`config.mk`:
```
export PLATFORM = sky130hd
export DESIGN_NAME = lock_code_writer
export DESIGN_NICKNAME = d
export VERILOG_FILES = /design/src/rtl/lock_pkg.sv /design/src/rtl/key_press_edge.sv /design/src/rtl/lock_code_writer.sv
export SDC_FILE = /design/constraint.sdc
export NUM_CORES = 1
export LEC_CHECK = 0
export ABC_AREA = 1
export ABC_CLOCK_PERIOD_IN_PS = 4150
export CAP_MARGIN = 20
export CORE_ASPECT_RATIO = 1.2
export CORE_MARGIN = 2
export CORE_UTILIZATION = 50
export CTS_CLUSTER_DIAMETER = 100
export CTS_CLUSTER_SIZE = 20
export DETAILED_ROUTE_END_ITERATION = 12
export PLACE_DENSITY_LB_ADDON = 0.08
export RECOVER_POWER = 25
export SLEW_MARGIN = 20
export SYNTH_ARGS = -nofsm -noshare
export SYNTH_HDL_FRONTEND = slang
export SYNTH_SLANG_ARGS = --single-unit
```
`constraint.sdc`:
```
create_clock -name clk -period 4.15 [get_ports clk]
set_input_delay 1.245 -clock clk [delete_from_list [all_inputs] [get_ports clk]]
set_output_delay 1.245 -clock clk [all_outputs]
set_load 0.005 [all_outputs]
```
`src/rtl/lock_pkg.sv`:
```
// lock_pkg: shared definitions for the keypad lock and its code writer.
//   KEY_CLR / KEY_BKSP : special key codes from the key synchronizer
//   SEQ_DIGITS         : number of hex digits in a combination
//   writer_state_t     : code writer FSM states
//   state_t            : lock checker FSM states
//   is_digit()         : true for key codes 0-15
package lock_pkg;

  localparam logic [4:0]  KEY_CLR    = 5'd16;
  localparam logic [4:0]  KEY_BKSP   = 5'd17;
  localparam int unsigned SEQ_DIGITS = 8;

  typedef enum logic [1:0] {
    StIdle,
    StEntry,
    StConfirm
  } writer_state_t;

  typedef enum logic [1:0] {
    LockLocked,
    LockEntry,
    LockOpen,
    LockAlarm
  } state_t;

  function automatic logic is_digit(input logic [4:0] code);
    return code < KEY_CLR;
  endfunction

endpackage

```
`src/rtl/key_press_edge.sv`:
```
// key_press_edge: turns the synchronized key-held level into a one-cycle press.
//   clk        in  : system clock, rising edge
//   rst        in  : asynchronous active-high reset
//   key_strobe in  : key-held level
//   key_code   in  : code of the held key
//   press      out : high in the first cycle the key is held (combinational)
//   press_code out : key code valid in the press cycle
module key_press_edge (
  input  logic       clk,
  input  logic       rst,
  input  logic       key_strobe,
  input  logic [4:0] key_code,
  output logic       press,
  output logic [4:0] press_code
);

  logic strobe_q;

  // Cleared by reset so a key held through reset release yields one press.
  always_ff @(posedge clk or posedge rst) begin
    if (rst) begin
      strobe_q <= 1'b0;
    end else begin
      strobe_q <= key_strobe;
    end
  end

  assign press      = key_strobe & ~strobe_q;
  assign press_code = key_code;

endmodule

```
`src/rtl/lock_code_writer.sv`:
```
// lock_code_writer: captures eight hex digits while programming is permitted and,
// after an explicit confirm, writes them into the combination register.
//   clk         in  : system clock, rising edge
//   rst         in  : asynchronous active-high reset
//   key_strobe  in  : synchronized key-held level
//   key_code    in  : key code (0-15 digit, 16 clear/confirm, 17 backspace)
//   prog_req    in  : programming permitted (level)
//   seq         out : stored combination, digit 0 in [31:28]
//   prog_active out : high in ENTRY or CONFIRM
//   digit_cnt   out : digits captured so far, 0-8
//   commit      out : one-cycle pulse when seq is updated
//   err         out : one-cycle pulse on rejected entry or timeout
// Optional: define LOCK_CODE_WRITER_TIMEOUT_EN to abandon entry after
// TIMEOUT_CYCLES cycles without a press.
module lock_code_writer
  import lock_pkg::*;
#(
  parameter logic [31:0] DEFAULT_SEQ    = 32'h12345678,
  parameter int unsigned TIMEOUT_CYCLES = 1000
) (
  input  logic        clk,
  input  logic        rst,
  input  logic        key_strobe,
  input  logic [4:0]  key_code,
  input  logic        prog_req,
  output logic [31:0] seq,
  output logic        prog_active,
  output logic [3:0]  digit_cnt,
  output logic        commit,
  output logic        err
);

  localparam logic [3:0] LastDigit = 4'(SEQ_DIGITS - 1);

  if (TIMEOUT_CYCLES < 2) begin : g_bad_timeout
    $error("TIMEOUT_CYCLES must be at least 2");
  end

  logic          press;
  logic [4:0]    press_code;
  logic          expired;

  writer_state_t state_q, state_d;
  logic [31:0]   shadow_q, shadow_d;
  logic [31:0]   seq_q, seq_d;
  logic [3:0]    cnt_q, cnt_d;
  logic          active_q, active_d;
  logic          commit_q, commit_d;
  logic          err_q, err_d;

  key_press_edge u_key_press_edge (
    .clk        (clk),
    .rst        (rst),
    .key_strobe (key_strobe),
    .key_code   (key_code),
    .press      (press),
    .press_code (press_code)
  );

`ifdef LOCK_CODE_WRITER_TIMEOUT_EN
  localparam int unsigned TmoW = $clog2(TIMEOUT_CYCLES);

  logic [TmoW-1:0] tmo_q, tmo_d;

  assign expired = (tmo_q == TmoW'(TIMEOUT_CYCLES - 1));

  // Counts only while staying in ENTRY/CONFIRM without a press; entering from
  // IDLE, any press, and any return to IDLE restart it from zero.
  always_comb begin
    tmo_d = '0;
    if ((state_q != StIdle) && (state_d != StIdle) && !press) begin
      tmo_d = tmo_q + TmoW'(1);
    end
  end

  always_ff @(posedge clk or posedge rst) begin
    if (rst) begin
      tmo_q <= '0;
    end else begin
      tmo_q <= tmo_d;
    end
  end
`else
  assign expired = 1'b0;
`endif

  // Every return to IDLE drops the partial code, so digit_cnt reads 0 there.
  always_comb begin
    state_d  = state_q;
    shadow_d = shadow_q;
    cnt_d    = cnt_q;
    seq_d    = seq_q;
    commit_d = 1'b0;
    err_d    = 1'b0;
    unique case (state_q)
      StIdle: begin
        if (prog_req) begin
          state_d  = StEntry;
          shadow_d = '0;
          cnt_d    = '0;
        end
      end
      StEntry: begin
        if (!prog_req) begin
          state_d  = StIdle;
          shadow_d = '0;
          cnt_d    = '0;
        end else if (press) begin
          if (is_digit(press_code)) begin
            shadow_d = {shadow_q[27:0], press_code[3:0]};
            cnt_d    = cnt_q + 4'd1;
            if (cnt_q == LastDigit) begin
              state_d = StConfirm;
            end
          end else if (press_code == KEY_CLR) begin
            shadow_d = '0;
            cnt_d    = '0;
          end else if ((press_code == KEY_BKSP) && (cnt_q != 4'd0)) begin
            shadow_d = {4'h0, shadow_q[31:4]};
            cnt_d    = cnt_q - 4'd1;
          end
        end else if (expired) begin
          state_d  = StIdle;
          shadow_d = '0;
          cnt_d    = '0;
          err_d    = 1'b1;
        end
      end
      StConfirm: begin
        if (!prog_req) begin
          state_d  = StIdle;
          shadow_d = '0;
          cnt_d    = '0;
        end else if (press) begin
          if (is_digit(press_code)) begin
            state_d  = StIdle;
            shadow_d = '0;
            cnt_d    = '0;
            err_d    = 1'b1;
          end else if (press_code == KEY_CLR) begin
            seq_d    = shadow_q;
            commit_d = 1'b1;
            state_d  = StIdle;
            shadow_d = '0;
            cnt_d    = '0;
          end else if (press_code == KEY_BKSP) begin
            shadow_d = {4'h0, shadow_q[31:4]};
            cnt_d    = LastDigit;
            state_d  = StEntry;
          end
        end else if (expired) begin
          state_d  = StIdle;
          shadow_d = '0;
          cnt_d    = '0;
          err_d    = 1'b1;
        end
      end
      default: begin
        state_d  = StIdle;
        shadow_d = '0;
        cnt_d    = '0;
      end
    endcase
    active_d = (state_d != StIdle);
  end

  always_ff @(posedge clk or posedge rst) begin
    if (rst) begin
      state_q  <= StIdle;
      shadow_q <= '0;
      seq_q    <= DEFAULT_SEQ;
      cnt_q    <= '0;
      active_q <= 1'b0;
      commit_q <= 1'b0;
      err_q    <= 1'b0;
    end else begin
      state_q  <= state_d;
      shadow_q <= shadow_d;
      seq_q    <= seq_d;
      cnt_q    <= cnt_d;
      active_q <= active_d;
      commit_q <= commit_d;
      err_q    <= err_d;
    end
  end

  assign seq         = seq_q;
  assign prog_active = active_q;
  assign digit_cnt   = cnt_q;
  assign commit      = commit_q;
  assign err         = err_q;

endmodule
```
# Word-level counts from Yosys, hierarchy flattened
# Index checks and enable logic that the tools add are counted.
[totals]
input_bits = 9
wordCells = 74
ff_bits = 74
output_inout_bits = 39
[classes]
bitwise = 3
order_cmp = 1
n_mux = 44
n_reduce_logical = 6
n_addsub = 2
eq_ne = 10
[ops]
columns = ["op", "n"]
rows = [
  ["two-way mux 32 bit", 11],
  ["case mux 32 bit (3 select lines)", 1],
  ["two-way mux 4 bit", 11],
  ["two-way mux 2 bit", 10],
  ["case mux 4 bit (3 select lines)", 1],
  ["equality test 5 bit, second input constant", 2],
  ["inequality test 5 bit, second input constant", 2],
  ["AND reduction 5 bit", 2],
  ["two-way mux 1 bit", 9],
  ["inequality test 3 bit, second input constant", 2],
  ["case mux 2 bit (3 select lines)", 1],
  ["less-than comparator 5 bit, second input constant", 1],
  ["adder 4 x 1 -> 4 bit, second input constant", 1],
  ["equality test 4 x 3 -> 1 bit, second input constant", 1],
  ["nonzero test 4 bit", 1],
  ["subtractor 4 x 1 -> 4 bit, second input constant", 1],
  ["equality test 2 x 1 -> 1 bit, second input constant", 1],
  ["equality test 2 bit, second input constant", 1],
  ["zero test 2 bit", 1],
  ["inequality test 2 bit, second input constant", 1],
  ["inverter 1 bit", 2],
  ["nonzero test 2 bit", 1],
  ["AND 1 bit", 1],
  ["logical AND 1 bit", 1],
]

# Logic depth before layout (Yosys ltp)
[depth]
depth_word = 8
mapped_depth = 11
mapped_depth_nobuf = 10

# Hierarchy
# A second synthesis with hierarchy kept.
[unflattened]
cells_unflattened = 437
hier_area_um2 = 3568.4
[modules_own_cells]
columns = ["mod", "area_per_inst_um2", "cells_each", "seq_area_each_um2", "instances"]
rows = [
  ["lock_code_writer", 3492.1, 428, 1843.0, 1],
  ["key_press_edge", 76.3, 9, 25.0, 1],
]

# Worst setup path after synthesis
# Ideal clock, no wire load.
[synth_path]
path_kind = "input port to flip-flop"
startpoint = "input port key_code[1]"
endpoint = "register cnt_q[3], in the netlist digit_cnt[3]"
required_ps = 4032
setup_time_ps = 118
stages = 9
arrival_ps = 2109
path_slack_ps = 1923
path_buffers = 1
path_cell_list = "inv_1 -> nand2_1 -> nor2_2 -> nand2_1 -> o21ai_2 -> nand3_4 -> buf_6 -> nand2_1 -> o21ai_2"
[synth_between]
elab_chain_len = 6
elab_cells_between_ends = 16
cone_classes = "order compare (1); eq/ne (4); mux (9); reduce/logical (2)"
[synth_lines]
columns = ["item", "line", "source"]
rows = [
  ["start, declared", "lock_code_writer.sv:24", "input logic [4:0] key_code,"],
  ["parallel branches: the longest is 6 deep, another holds less-than comparator 5 bit", "n/a", ""],
  ["end signal, assigned", "lock_code_writer.sv:180", "cnt_q <= cnt_d;"],
  ["end, declared", "lock_code_writer.sv:46", "logic [3:0] cnt_q, cnt_d;"],
]
# Several ways; the timed one is not identified. The select of a mux whose other input is x is not followed.
# A chain may end at the register's enable or synchronous reset.

==> results.yml <==
outcome:
  status: "finished, violations left"
  failed_checks: "max-capacitance violations, max-slew violations"
drt:
  drt-vias-per-instance: 5.12
  detailedRoute.firstIterationViolations: 243
  detail_route.wirelength_um: 7690
  drt_pass1_iterations: 4
  num_vias: 2897
  remaining_drc_errors: 0
  drtAntennaViolNets: 0
  drt-wirelength-per-cell_um: 13.6
synth:
  synth_sequential_area_ratio: 0.507
  synth-async-reset-ratio: 1.00
  syn_area_per_cell_sq_um: 8.57
  synth_common_cells: "sky130_fd_sc_hd__nand2_1, sky130_fd_sc_hd__dfrtp_1, sky130_fd_sc_hd__inv_1"
  synth_cell_types: 28
  synthTopCellsByArea: "sky130_fd_sc_hd__dfrtp_1, sky130_fd_sc_hd__nand2_1, sky130_fd_sc_hd__dfstp_2"
  synth_top_flop_cell: "sky130_fd_sc_hd__dfrtp_1"
  synthMostInstantiatedCell: "sky130_fd_sc_hd__nand2_1"
  synth_fp_nets: 445
  synth.ff_latch_count: 74
  yosys_warnings: 0
  combined_area_of_all_synthesized_cells_sq_mm: 0.00368
  synthDominantCellAreaShare: 0.414
  synth_edf_count: 0
  synthDominantAreaCellType: "sky130_fd_sc_hd__dfrtp_1"
  synthCells: 430
clock_network:
  setup_bufs_post_cts: 0
  cts_buffer_count: 9
  numClockSinks: 74
  cts_tree: "built"
  number_of_hold_buffers_added_after_cts: 0
  cts.path.max_buffers: 2
  clock_tree.htree_level_count: 3
  clkSlewWorstSetupHoldPaths_ns: 0.07
  clk_latency_ns: 0.36
  cts_resized: 0
  cts.root.buffer_cell: "sky130_fd_sc_hd__clkbuf_8"
placement:
  routabilityCongestion: 0.816
  portBuffers: 47
  placed_cell_area_sq_mm: 0.00415
  dp.final_hpwl_um: 5250
  place_worst_setup_slack_ns: 0.865
timing:
  setup_viol: 0
  worst_slew_pin_slew_ns: 1.88
  skew_ns: 0.00684
  timing_max_transition_violations_final: 37
  final_critical_path_setup_slack_ns: 1.04
  finalHoldViolations: 0
  max_clock_freq_mhz: 321
  slew_headroom: -0.255
  final_min_period_over_clock_period: 0.750
  clock_period_minus_final_worst_setup_slack_ns: 3.11
  finalSetupTns_ns: 0
  rsz0062_at_grt: "false"
power:
  p_seq_frac: 0.435
  power.density_mw_per_mm2: 406
  internal_power_mw: 1.18
  pwr-share-clk: 0.338
  p_leak_nw: 1.80
  p_sw_frac: 0.333
  peakVddDrop_uv: 306
  p_comb_frac: 0.228
  power_switching_uw: 590
die:
  initial_core_util: 0.513
  top_level_i_o_count: 48
  floorplan.core_area_sq_mm: 0.00719
  die_w_um: 82.4
  floorplan.rows: 34
  overall_die_area_sq_mm: 0.00808
  die_h_um: 98.0
worst_setup_path:
  worstSetupPathType: "input port to asynchronous set/reset pin"
  r2r_slack_ns: 2.00
  critical_path_required_ns: 4.25
  timing.critical_path.cells: "dlygate4sd3_1 -> inv_1 -> clkbuf_1"
  timing.critical_path.max_delay_family: "buffers and inverters"
  worst-path-buf-inv: 3
  slowest_delay_ns: 1.35
  crit_path_end_kind: "asynchronous set/reset pin"
  worst-r2r-cell-count: 9
  critical_path_arrival_ns: 3.22
  worstSetupStartpointType: "input port"
  slowest_stage: "sky130_fd_sc_hd__clkbuf_1"
  worst_r2r_endpoint: "shadow_q[21]"
  r2r_start: "state_q[1]"
  worstPathMaxFanout: 36
global_routing:
  antenna_found_initial: 0
  grt_pass1_wl_um: 12700
  maximum_number_of_pins_on_one_net_before_global_route_repair: 65
  grt_use_total: 0.206
  gr-total-overflow: 0
  grt_pass1_vias: 2684
hold_path:
  min_path_cells: 2
  hold_path_class: "flop to flop"
  holdCritStartpoint: "seq[10]"
  worst_hold_path.endpoint: "seq[10]"
run:
  max-cap-violations: 1
layout:
  stdcell_area_sq_mm: 0.00436
  layout-drive-gt1-share: 0.149
  final_net_count: 486
  area_delta_synth_final_pct: 18.2
  diodes: 0
  final_core_utilization: 0.606
-- final cells by class --
type	instances	area (sq um)
tap	90	113
multi-input combinational	277	1430
sequential	74	1870
inverter	58	219
clock buffer	11	151
fill	664	2830
clock inverter	5	61.3
timing repair buffer	51	509
-- flip-flops by register name (all words and copies together), names as in the netlist --
name and flops:
commit 1, digit_cnt 4, err 1, prog_active 1, seq 32, shadow_q 32
state_q 2, u_key_press_edge.strobe_q 1
-- per-layer routing --
layer  up-vias  wire length, um  global-route usage
met5         -                0                   0
li1       1459                -                   -
met1      1380             3570               0.291
met3        10              296              0.0323
met4         0              109              0.0885
met2        48             3710               0.313
-- worst max-delay path by stage --
stage	startpoint	to	slack, ns	depth (start not counted)
after floorplan	rst	commit	1.04	1
after global placement	key_code[4]	shadow_q[1]	0.91	8
after detailed placement	key_code[4]	shadow_q[13]	0.86	8
after CTS	key_code[4]	shadow_q[26]	1.22	8
after global routing	rst	shadow_q[17]	0.60	3
final	rst	shadow_q[17]	1.04	3
-- tightest hold or removal path: cells and delay by family, from the launching register on --
kind | cells | cell delay [ns]
AOI/OAI and AO/OA | 1 | 0.05
DFF | 1 | 0.37
and+or+nand+nor | 1 | 0.05
-- kinds of logic (layout without fill, tap and decap cells) --
logic type                 Yosys count  in the layout  share of synthesized area
AOI/OAI and AO/OA                  106            106                      0.186
DFF                                 74             74                      0.507
and+or+nand+nor                    165            165                      0.183
adders and majority gates            6              6                     0.0204
buffers and inverters               79            125                      0.104
-- power by group through the flow --
| stage | Combinational [mW] | Sequential [mW] | Clock, mW |
|---|---|---|---|
| global placement | 0.398 | 0.782 | 0 |
| floorplan | 0.350 | 0.779 | 0 |
| detailed placement | 0.407 | 0.783 | 0 |
| finish | 0.403 | 0.769 | 0.597 |
| global route | 0.449 | 0.774 | 0.639 |
| CTS | 0.408 | 0.769 | 0.606 |
-- layout by cell type, fill, tap and decap left out, types with 2 or more instances in the layout --
master and n:
sky130_fd_sc_hd__a21oi_1 2, sky130_fd_sc_hd__buf_4 2, sky130_fd_sc_hd__clkbuf_8 11, sky130_fd_sc_hd__clkdlybuf4s50_1 45, sky130_fd_sc_hd__clkinvlp_4 3, sky130_fd_sc_hd__dfrtp_1 61
sky130_fd_sc_hd__dfstp_2 13, sky130_fd_sc_hd__dlygate4sd3_1 2, sky130_fd_sc_hd__ha_1 6, sky130_fd_sc_hd__inv_1 55, sky130_fd_sc_hd__inv_2 2, sky130_fd_sc_hd__nand2_1 136
sky130_fd_sc_hd__nand2_2 2, sky130_fd_sc_hd__nand3_1 8, sky130_fd_sc_hd__nor2_1 12, sky130_fd_sc_hd__nor2_2 2, sky130_fd_sc_hd__o21ai_0 6, sky130_fd_sc_hd__o21ai_1 40
sky130_fd_sc_hd__o21ai_2 27, sky130_fd_sc_hd__o22ai_1 28
-- metrics by stage --
step                      cells  hold WS (ns)  total power, mW
after CTS                   566         0.476             1.78
after detailed placement    550         0.464             1.19
final                       566         0.473             1.77
after global routing        566         0.488             1.86
after floorplan             430         0.455             1.13
after global placement      550         0.464             1.18
Note: power is estimated with default switching activity, not from simulation.
